===== config.mk =====
export PLATFORM = sky130hd
export DESIGN_NAME = array3_packer
export DESIGN_NICKNAME = d
export VERILOG_FILES = /design/src/rtl/array3_packer.sv
export SDC_FILE = /design/constraint.sdc
export NUM_CORES = 1
export LEC_CHECK = 0
export ABC_AREA = 1
export CAP_MARGIN = 25
export CORE_ASPECT_RATIO = 0.7
export CORE_MARGIN = 5
export CORE_UTILIZATION = 42
export CTS_CLUSTER_SIZE = 12
export DETAILED_ROUTE_END_ITERATION = 10
export PLACE_DENSITY = 0.72
export SLEW_MARGIN = 20
export SYNTH_ARGS = -nofsm -noshare
export SYNTH_HDL_FRONTEND = slang
export SYNTH_SLANG_ARGS = --single-unit

===== constraint.sdc =====
create_clock -name CLK -period 3.6 [get_ports CLK]
set_input_delay 0.54 -clock CLK [delete_from_list [all_inputs] [get_ports CLK]]
set_output_delay 0.54 -clock CLK [all_outputs]
set_load 0.02 [all_outputs]

===== src/rtl/array3_packer.sv =====
// Packs a valid/ready stream of WIDTH-bit elements into DEPTH-element words.
// The assembly buffer and the output holding register form a double buffer.
module array3_packer #(
    parameter int unsigned WIDTH = 8,
    parameter int unsigned DEPTH = 3
) (
    input  logic             CLK,
    input  logic             ASYNCRESETN,
    input  logic             CLEAR,
    input  logic [WIDTH-1:0] I,
    input  logic             I_valid,
    output logic             I_ready,
    output logic [WIDTH-1:0] O [DEPTH-1:0],
    output logic             O_valid,
    input  logic             O_ready
);
    localparam int unsigned CW = $clog2(DEPTH);
    localparam logic [CW-1:0] LAST = CW'(DEPTH - 1);

    logic [CW-1:0]    cnt_q, cnt_d;
    logic [WIDTH-1:0] asm_q [DEPTH-2:0];
    logic [WIDTH-1:0] asm_d [DEPTH-2:0];
    logic [WIDTH-1:0] o_q   [DEPTH-1:0];
    logic [WIDTH-1:0] o_d   [DEPTH-1:0];
    logic             o_valid_q, o_valid_d;

    logic last_c, in_fire_c, out_fire_c;

    assign last_c     = (cnt_q == LAST);
    // Holding register is only blocked when the final element would need it and it cannot drain.
    assign I_ready    = !CLEAR && !(last_c && o_valid_q && !O_ready);
    assign in_fire_c  = I_valid && I_ready;
    assign out_fire_c = o_valid_q && O_ready;

    assign O       = o_q;
    assign O_valid = o_valid_q;

    // Next-state: element capture, word completion, drain and clear.
    always_comb begin
        cnt_d     = cnt_q;
        asm_d     = asm_q;
        o_d       = o_q;
        o_valid_d = o_valid_q;

        if (out_fire_c) begin
            o_valid_d = 1'b0;
        end

        if (CLEAR) begin
            cnt_d = '0;
        end else if (in_fire_c) begin
            if (last_c) begin
                for (int unsigned k = 0; k < DEPTH - 1; k++) begin
                    o_d[k] = asm_q[k];
                end
                o_d[DEPTH-1] = I;
                o_valid_d    = 1'b1;
                cnt_d        = '0;
            end else begin
                for (int unsigned k = 0; k < DEPTH - 1; k++) begin
                    if (cnt_q == CW'(k)) begin
                        asm_d[k] = I;
                    end
                end
                cnt_d = cnt_q + CW'(1);
            end
        end
    end

    // State registers with asynchronous clear of everything.
    always_ff @(posedge CLK or negedge ASYNCRESETN) begin
        if (!ASYNCRESETN) begin
            cnt_q     <= '0;
            o_valid_q <= 1'b0;
            for (int unsigned k = 0; k < DEPTH - 1; k++) begin
                asm_q[k] <= '0;
            end
            for (int unsigned k = 0; k < DEPTH; k++) begin
                o_q[k] <= '0;
            end
        end else begin
            cnt_q     <= cnt_d;
            o_valid_q <= o_valid_d;
            asm_q     <= asm_d;
            o_q       <= o_d;
        end
    end

endmodule


=== Yosys cells after proc, flatten, opt, wreduce, memory -nomap -nowiden ===
Cells that the tools add are included.

* Bits in registers: 43
* Input port bits: 13
* Output and inout bits: 26

* Reduce and logical (&&, ||, !) cells: 13
* Bitwise gates (word level): 2
* Eq/ne operators: 2
* Mux-type cells: 7
* Add/sub/neg operators: 1

{| class="wikitable"
|+ Operators with widths
! cell !! count
|-
| 4-bit AND reduction || 2
|-
| 2-bit 2-to-1 mux || 3
|-
| 1-bit logical AND || 5
|-
| 1-bit 2-to-1 mux || 4
|-
| 1-bit logical NOT || 3
|-
| 3-bit AND reduction || 1
|-
| 2-bit by 1-bit adder with 2-bit output, second input constant || 1
|-
| 2-bit by 1-bit == test with 1-bit output, second input constant || 1
|-
| 2-bit == test, second input constant || 1
|-
| 2-bit logical NOT || 1
|-
| 1-bit NOT || 2
|-
| 2-bit nonzero test || 1
|}

=== Longest topological paths before layout ===
Gate-level depths: netlist of the first run.

* Depth after elaboration: 8
* Mapped depth: 7

=== Least setup slack after synthesis of the first run ===
No wires, ideal clock.

* Path kind: input to output
* From: input port O_ready
* To: output port I_ready
* Path buffers: 0
* Setup slack: 2,097 ps
* Arrival time: 963 ps
* Stages on the path: 2
* Path through: nor2_1 -> a21oi_1

* Word-level cells in the longest chain between the ends: 4

{| class="wikitable"
|+ Ends and longest elaborated chain
! element !! line !! text
|-
| start: declaration || 15 || <nowiki>input logic O_ready</nowiki>
|-
| 1-bit logical NOT || 31 || <nowiki>assign I_ready = !CLEAR && !(last_c && o_valid_q && !O_ready);</nowiki>
|-
| 1-bit logical AND || 31 ||
|-
| 1-bit logical NOT || 31 ||
|-
| 1-bit logical AND || 31 ||
|-
| end: declaration || 12 || <nowiki>output logic I_ready,</nowiki>
|}

No other way between the ends.

=== Final worst setup path of the first run ===
Ends and elaborated chain as after synthesis.

==> results of run 1 <==
==> sequential cells by signal, summed over array words and instances, names as in the netlist <==
signal   count
O           24
asm_q       16
cnt_q        2
O_valid      1
==> worst max-delay path by stage <==
stage,from,end,slack (ps),cells after the start
floorplan,O_ready,I_ready,2100,2
global placement,O_ready,I_ready,1240,4
detailed placement,O_ready,I_ready,1210,4
CTS,O_ready,I_ready,1210,4
global route,O_ready,I_ready,1160,4
finish,O_ready,I_ready,1220,4
==> metrics by stage <==
step                cells  hold slack, ps   util
finish                277            92.3  0.565
global route          277             110  0.565
CTS                   276             416  0.560
detailed placement    268             459  0.538
global placement      268             453  0.538
floorplan             185             244      -
==> placed cells by master (no fill, tap or decap) <==
| cell type | count |
|---|---|
| a21oi_1 | 1 |
| buf_12 | 1 |
| buf_2 | 1 |
| buf_4 | 1 |
| clkbuf_1 | 1 |
| clkbuf_8 | 5 |
| clkdlybuf4s50_1 | 37 |
| clkinv_2 | 1 |
| clkinvlp_4 | 1 |
| dfrtp_1 | 43 |
| inv_1 | 11 |
| inv_2 | 3 |
| nand2_1 | 70 |
| nand2_2 | 1 |
| nand3_1 | 26 |
| nand4_1 | 2 |
| nor2_1 | 2 |
| nor2_4 | 1 |
| o21ai_0 | 17 |
==> per-layer routing <==
layer	GRT usage	vias up	routed length (um)
met5	0	-	0
met4	0.0415	0	39
met3	0.0514	7	254
met2	0.216	38	1470
met1	0.209	634	1820
li1	-	662	-
==> power groups by stage <==
stage	clock, W	combinational [W]	sequential, W
finish	0.000302	0.000453	0.000698
global placement	0	0.000450	0.000703
CTS	0.000306	0.000458	0.000699
detailed placement	0	0.000456	0.000705
global route	0.000321	0.000498	0.000719
floorplan	0	0.000116	0.000806
==> cell type report <==
type,instances,area (um2),share of cell area
clock buffer,6,72.6,0.0330
clock inverter,2,12.5,0.00568
multi-input combinational,120,520,0.236
tap,52,65.1,0.0295
sequential,43,1080,0.489
timing repair buffer,40,403,0.183
inverter,14,52.6,0.0239
==> synthesized netlist by cell type <==
cell type,n
a21oi_1,1
buf_2,7
clkbuf_1,1
dfrtp_1,43
inv_1,11
inv_2,3
nand2_1,70
nand2_2,1
nand3_1,26
nand4_1,2
nor2_1,2
nor2_4,1
o21ai_0,17
==> logic make-up (layout without fill, tap and decap cells) <==
logic type | after synthesis | after routing | synth area share
simple gates | 102 | 102 | 0.255
flops | 43 | 43 | 0.638
buf+inv | 22 | 62 | 0.0541
compound gates | 18 | 18 | 0.0534
==> summary.txt, run 1 <==
Status: finished, final reports clean
Crit path cell chain: clkdlybuf4s50_1 > nor2_1 > a21oi_1 > clkdlybuf4s50_1
Reg power frac: 0.480
Final count of hold timing violations: 0
RSZ-0062 raised after global routing: no
Most common cell on crit path: clkdlybuf4s50_1
R2r worst-path depth: 6
CTS Hold Buffers Added: 0
CP endpoint kind: output pin
First-pass GRT wire length: 6.34 mm
Port Buffer Count: 38
Vias in the first global route: 1,332
Net switching fraction of the power: 0.331
Tot Pwr: 0.00145 W
Final WS setup: 1220 ps
Required time of the critical path: 3060 ps
Synth Net Count: 198
Initial core utilization: 0.433
Area delta synth->final: 30.5%
All-Layer GR Usage: 0.148
Initial antenna violation count: 0
CP Launch Type: input pin
Nets: 237
Num CTS Buffers: 5
Post-synthesis sequential element count: 43
Crit-path max FO: 3
Pre-CTS setup slack: 1210 ps
H-Tree Depth: 2
CTS tree: built
Final setup violating endpoints: 0
DRC errors left: 0
Gate count after technology mapping: 185
WP buf/inv: 2
Detailed Routing Iterations Pass 1: 4
DP Area: 2100 um2
Hold WC Path Type: input pin to async pin
YS warnings: 0
Critical-path top delay cell: clkdlybuf4s50_1
Clock latency on the worst-skew pair: 300 ps
Internal Power: 0.000972 W
Die area: 5410 um2
Minimum clock period: 2380 ps
Final instance area: 2200 um2
Pin count of the biggest net entering global routing: 44
Yosys top cell area share: 0.638
Gpl congestion: 0.713
Diode count: 0
Peak Freq: 420 MHz
Slew HR: 0.556
Maximum root-to-sink buffer count: 2
Worst R2R End: O[18]
Synth cell types: 13
Height of the chip: 63.0 um
Lkg Pwr: 1.11 nW
Synth Cell Area: 1690 um2
Cell Pwr Density: 660 nW/um2
Syn_area_per_cell: 9.12 um2
FF-to-FF Start: O_valid
Yosys top cell by area: dfrtp_1
Core area: 3900 um2
Post-CTS setup buffer count: 0
VDD IR max: 0.320 mV
Layout cell share with drive strength beyond 1: 0.0667
Worst-margin pin slew: 664 ps
Logic pwr share: 0.312
Max Cap Violations: 0
Setup TNS: 0 ps
Clock Power Share: 0.208
Crit path DAT: 1840 ps
Reg2reg setup slack: 2020 ps
Root buffer selected by CTS: clkbuf_8
Row cnt: 19
NetSw: 0.000481 W
Worst path top cell family by delay: buffers and inverters
CTS clock-pin slew for the worst setup and hold paths: 90 ps
Vias per cell: 4.84
Antenna viol nets, final: 0
GR Overflow Total: 0
Clock skew: 8.24 ps
Die Wd: 85.8 um
Slew Limit Fails: 0
Final Cycle Share: 0.661
Largest stage delay, worst path: 620 ps
DRT Wirelength: 3.59 mm
Starting DRC count in detailed routing: 76
Critical path type: input pin to output pin
Post-CTS Resized: 0
Average wire per standard cell: 13.0 um
DP Wirelength: 2.31 mm
Clock sink count: 43
Detailed-route via count: 1,341
Register area share after synthesis: 0.638
Dominant cells by area after synthesis: dfrtp_1, nand2_1, nand3_1, o21ai_0, inv_1
# fillers: 366
# IOs: 39
(Power assumes the default switching activity.)
==> run 2: changes to the inputs <==
Clock period 3.6 ns to 2.5 ns, I/O delays scaled along.
==> summary.txt, run 2 (synthesized netlist as in run 1, its figures left out) <==
Hold WC Path Type: input pin to async pin
CTS clock-pin slew for the worst setup and hold paths: 80 ps (about the same)
FF-to-FF Start: cnt_q[0]
Clock latency on the worst-skew pair: 300 ps (about the same)
Port Buffer Count: 38 (unchanged)
All-Layer GR Usage: 0.157 (+0.00886)
Pin count of the biggest net entering global routing: 44 (unchanged)
Starting DRC count in detailed routing: 74 (-2.6%)
Status: finished, final reports clean
Crit-path max FO: 3 (unchanged)
Clock skew: 6.23 ps (-2.01 ps)
Max Cap Violations: 0 (unchanged)
DRC errors left: 0 (unchanged)
Vias in the first global route: 1,427 (+7.1%)
Area delta synth->final: 32.5%
Commonest non-fill, non-tap cells in the layout: nand2_1, dfrtp_1, clkdlybuf4s50_1, nand3_1, o21ai_0
# IOs: 39 (unchanged)
VDD IR max: 0.507 mV (+58%)
Root buffer selected by CTS: clkbuf_8
Met1 usage: 0.204 (-0.00501)
Maximum root-to-sink buffer count: 2 (unchanged)
Required time of the critical path: 2120 ps (-940 ps)
Layout cell share with drive strength beyond 1: 0.0789 (+0.0123)
Num CTS Buffers: 5 (unchanged)
Final core occ: 0.574 (+0.00899)
Initial core utilization: 0.433 (unchanged)
Final Cycle Share: 0.810
Register area: 1080 um2 (unchanged)
CTS tree: built
Diode count: 0 (unchanged)
Multi-input combinational cell area: 520 um2 (unchanged)
R2r worst-path depth: 6 (unchanged)
Clock sink count: 43 (unchanged)
Average wire per standard cell: 13.3 um (+3.0%)
Critical path type: input pin to output pin
Final setup violating endpoints: 0 (unchanged)
GR Overflow Total: 0 (unchanged)
Met2 Use GR: 0.245 (+0.0291)
Max reg flops: 24 (unchanged)
DP Wirelength: 2.47 mm (+6.7%)
Crit path DAT: 1650 ps (-190 ps)
Core area: 3900 um2 (unchanged)
# fillers: 385 (+5.2%)
GR Layer Usage met3: 0.0540 (+0.00264)
Die area: 5410 um2 (unchanged)
Height of the chip: 63.0 um (unchanged)
First-pass GRT wire length: 6.69 mm (+5.4%)
Antenna viol nets, final: 0 (unchanged)
Gpl congestion: 0.690 (-3.2%)
Peak Freq: 494 MHz
Tot Pwr: 0.00211 W (+45%)
Minimum clock period: 2030 ps
Detailed Routing Iterations Pass 1: 4 (unchanged)
Setup TNS: 0 ps (unchanged)
Slew Limit Fails: 0 (unchanged)
Row cnt: 19 (unchanged)
CP Launch Type: input pin
Post-CTS Resized: 0 (unchanged)
Post-CTS setup buffer count: 0 (unchanged)
Final count of hold timing violations: 0 (unchanged)
DRT Wirelength: 3.74 mm (+4.1%)
Worst-margin pin slew: 471 ps (-192 ps)
GR peak layer: met2
Vias per cell: 4.92 (+1.6%)
Detailed-route via count: 1,377 (+2.7%)
Die Wd: 85.8 um (unchanged)
Lkg Pwr: 1.13 nW (+2.1%)
Nets: 241 (+1.7%)
Critical path launch point: O_ready
Initial antenna violation count: 0 (unchanged)
Cell Pwr Density: 944 nW/um2 (+43%)
Most common cell after layout, fill and taps aside: nand2_1
CP endpoint kind: output pin
RSZ-0062 raised after global routing: no
H-Tree Depth: 2 (unchanged)
Slew HR: 0.685 (+0.128)
run 2: changes by cell type in the layout (fill, tap and decap cells not counted):
| cell | delta |
|---|---|
| clkbuf_8 | +1 |
| clkbuf_1 | -1 |
| dlygate4sd3_1 | +1 |
| clkinvlp_4 | -1 |
| buf_4 | +3 |
run 2: stage by stage:
| stage | cell area, um2 | hold slack (ps) | std cells | worst slack, ps |
|---|---|---|---|---|
| 2_1_floorplan | 1690 | 79.4 | 185 | 1190 |
| 3_3_place_gp | 2120 | 453 | 271 | 477 |
| 3_5_place_dp | 2120 | 458 | 271 | 457 |
| 4_1_cts | 2210 | 247 | 278 | 460 |
| 5_1_grt | 2240 | 484 | 280 | 408 |
| 6_report | 2240 | 471 | 280 | 474 |
run 2: layout make-up:
type	instances	share of cell area
Tap cell	52	0.0291
Inverter	14	0.0235
Clock inverter	1	0.00224
Sequential cell	43	0.481
Clock buffer	6	0.0369
Timing Repair Buffer	44	0.195
Multi-Input combinational cell	120	0.233
run 2: layer usage:
metal	share of wire	routed length, um	vias to the layer above
li1	-	-	666
met1	0.45	1690	662
met2	0.45	1670	44
met3	0.085	319	5
met4	0.015	56	0
met5	0	0	-
run 2: repair_timing:
| action | CTS | global route |
|---|---|---|
| setup endpoints to repair | 0 | 0 |
| hold buffers | 0 | 1 |
| endpoints found under the hold margin | 0 | 9 |
run 2: where the power goes:
group	internal [W]	switching, W	total (W)
logic	0.000314	0.000347	0.000661
registers	0.000895	0.000111	0.00101
clock network	0.000217	0.000228	0.000445
total	0.00143	0.000686	0.00211
run 2: critical path, cell delays in order:
cell	delay (ps)
clkdlybuf4s50_1	460
nor2_1	70
a21oi_1	140
clkdlybuf4s50_1	610
run 2: worst paths after layout:
kind,to,slack (ps)
setup reg to reg,O[4],1170
min in group CLK,O[0],470
max in group asynchronous,O_valid,1580
hold reg to reg,O[0],470
setup / recovery,I_ready,470
hold / removal,O[15],470
==> run 3: changes to the inputs <==
Settings changed: PLACE_DENSITY 0.72 to 0.75.
Clock period 2.5 ns to 1.7 ns, I/O delays scaled along.
==> summary.txt, run 3 (synthesized netlist as in run 1, its figures left out) <==
Row cnt: 19 (unchanged)
Worst-margin pin slew: 526 ps (+54.1 ps)
Final count of hold timing violations: 0 (unchanged)
Die Wd: 85.8 um (unchanged)
Vias in the first global route: 1,383 (-3.1%)
Hold WC Path Type: input pin to async pin
DP Wirelength: 2.45 mm (-0.74%)
Minimum clock period: 1540 ps
Starting DRC count in detailed routing: 64 (-14%)
Clock latency on the worst-skew pair: 290 ps (about the same)
Die area: 5410 um2 (unchanged)
Antenna viol nets, final: 0 (unchanged)
H-Tree Depth: 2 (unchanged)
Core area: 3900 um2 (unchanged)
CTS tree: built
Crit-path max FO: 3 (unchanged)
Clock sink count: 43 (unchanged)
First-pass GRT wire length: 6.42 mm (-3.9%)
Num CTS Buffers: 5 (unchanged)
Area delta synth->final: 32.9%
Root buffer selected by CTS: clkbuf_8
Setup TNS: 0 ps (unchanged)
Critical path type: flip-flop to output pin
Clock skew: 3.07 ps (-3.16 ps)
Post-CTS setup buffer count: 0 (unchanged)
Pin count of the biggest net entering global routing: 44 (unchanged)
Pre-CTS setup slack: -71.7 ps (-529 ps)
Final Cycle Share: 0.906
Largest stage delay, worst path: 390 ps (-220 ps)
Placed cells: 276 (+1.8%)
Status: finished, final reports clean
# IOs: 39 (unchanged)
Max Cap Violations: 0 (unchanged)
WP buf/inv: 2 (unchanged)
DRC errors left: 0 (unchanged)
CP Launch Type: flip-flop
Height of the chip: 63.0 um (unchanged)
DP Area: 2160 um2 (+1.8%)
Most common cell after layout, fill and taps aside: nand2_1
Initial core utilization: 0.433 (unchanged)
Diode count: 0 (unchanged)
CTS Hold Buffers Added: 0 (unchanged)
Final setup violating endpoints: 0 (unchanged)
Crit path cell chain: inv_1 > nor2_1 > a21oi_1 > dlygate4sd2_1
VDD IR max: 0.757 mV (+49%)
Cell Pwr Density: 1370 nW/um2 (+45%)
CP endpoint kind: output pin
Maximum root-to-sink buffer count: 2 (unchanged)
Port Buffer Count: 38 (unchanged)
GR Overflow Total: 0 (unchanged)
Post-Layout Cell Count: 283 (+1.1%)
Detailed-route via count: 1,336 (-3.0%)
Final WS setup: 160 ps (-314 ps)
Gpl congestion: 0.737 (+6.7%)
Initial antenna violation count: 0 (unchanged)
Nets: 244 (+1.2%)
Max reg flops: 24 (unchanged)
DRT Wirelength: 3.60 mm (-3.7%)
Slew HR: 0.650 (-0.0350)
Lkg Pwr: 1.14 nW (+1.1%)
Vias per cell: 4.72 (-4.0%)
Final instance area: 2240 um2 (+0.28%)
All-Layer GR Usage: 0.152 (-0.00466)
Worst path top cell family by delay: buffers and inverters
Layout cell share with drive strength beyond 1: 0.0952 (+0.0163)
Slew Limit Fails: 0 (unchanged)
Peak Freq: 649 MHz
Post-CTS Resized: 1 (+1)
RSZ-0062 raised after global routing: no
Detailed Routing Iterations Pass 1: 4 (unchanged)
Crit path DAT: 1280 ps (-370 ps)
Commonest non-fill, non-tap cells in the layout: nand2_1, dfrtp_1, clkdlybuf4s50_1, nand3_1, o21ai_0
CTS clock-pin slew for the worst setup and hold paths: 70 ps (about the same)
Tot Pwr: 0.00308 W (+46%)
Required time of the critical path: 1440 ps (-680 ps)
Critical-path top delay cell: dfrtp_1
Average wire per standard cell: 12.7 um (-4.7%)
[run 3: report_power, final]
part           switching [W]  leakage (nW)  internal (W)
Clock               0.000321        0.0470      0.000318
Sequential          0.000163         0.557       0.00132
Combinational       0.000500         0.539      0.000459
[run 3: per-stage QoR]
step                utilization  hold WS [ps]
global placement          0.553           353
detailed placement        0.553           356
CTS                       0.575          31.7
floorplan                     -         -40.6
global route              0.575          66.8
finish                    0.575          25.9
[run 3: layout make-up]
class / instances / area [um2]
multi-input cells: 120 / 520
inverters: 14 / 52.6
well taps: 52 / 65.1
fillers: 377 / 1660
repair buffers: 47 / 442
flip-flops and latches: 43 / 1080
clock buffers: 6 / 82.6
clock inverters: 1 / 5.00
[run 3: worst register-to-register path: stages, from the launching register on]
cell and delay (ps):
dfrtp_1 420, inv_2 70, nand2_1 90, nor2_4 140
nand2_2 290, nand2_1 150, nand2_1 60
[run 3: routing by layer]
metal,up-vias,part of all wire,GRT usage
met5,-,0,0
met4,0,0.015,0.0534
met3,6,0.067,0.0646
met2,30,0.43,0.210
met1,621,0.49,0.213
li1,679,-,-
[run 3: worst paths after layout]
kind / from / endpoint / slack, ps / cells past startpoint
worst min register to register: O[23] / O[23] / 470 / 2
max in group asynchronous: ASYNCRESETN / O[13] / 1320 / 2
worst max-delay path: cnt_q[1] / I_ready / 160 / 4
worst max register to register: cnt_q[0] / O[0] / 380 / 6
worst min-delay path: ASYNCRESETN / O[2] / 30 / 2
min in group CLK: O[23] / O[23] / 470 / 2
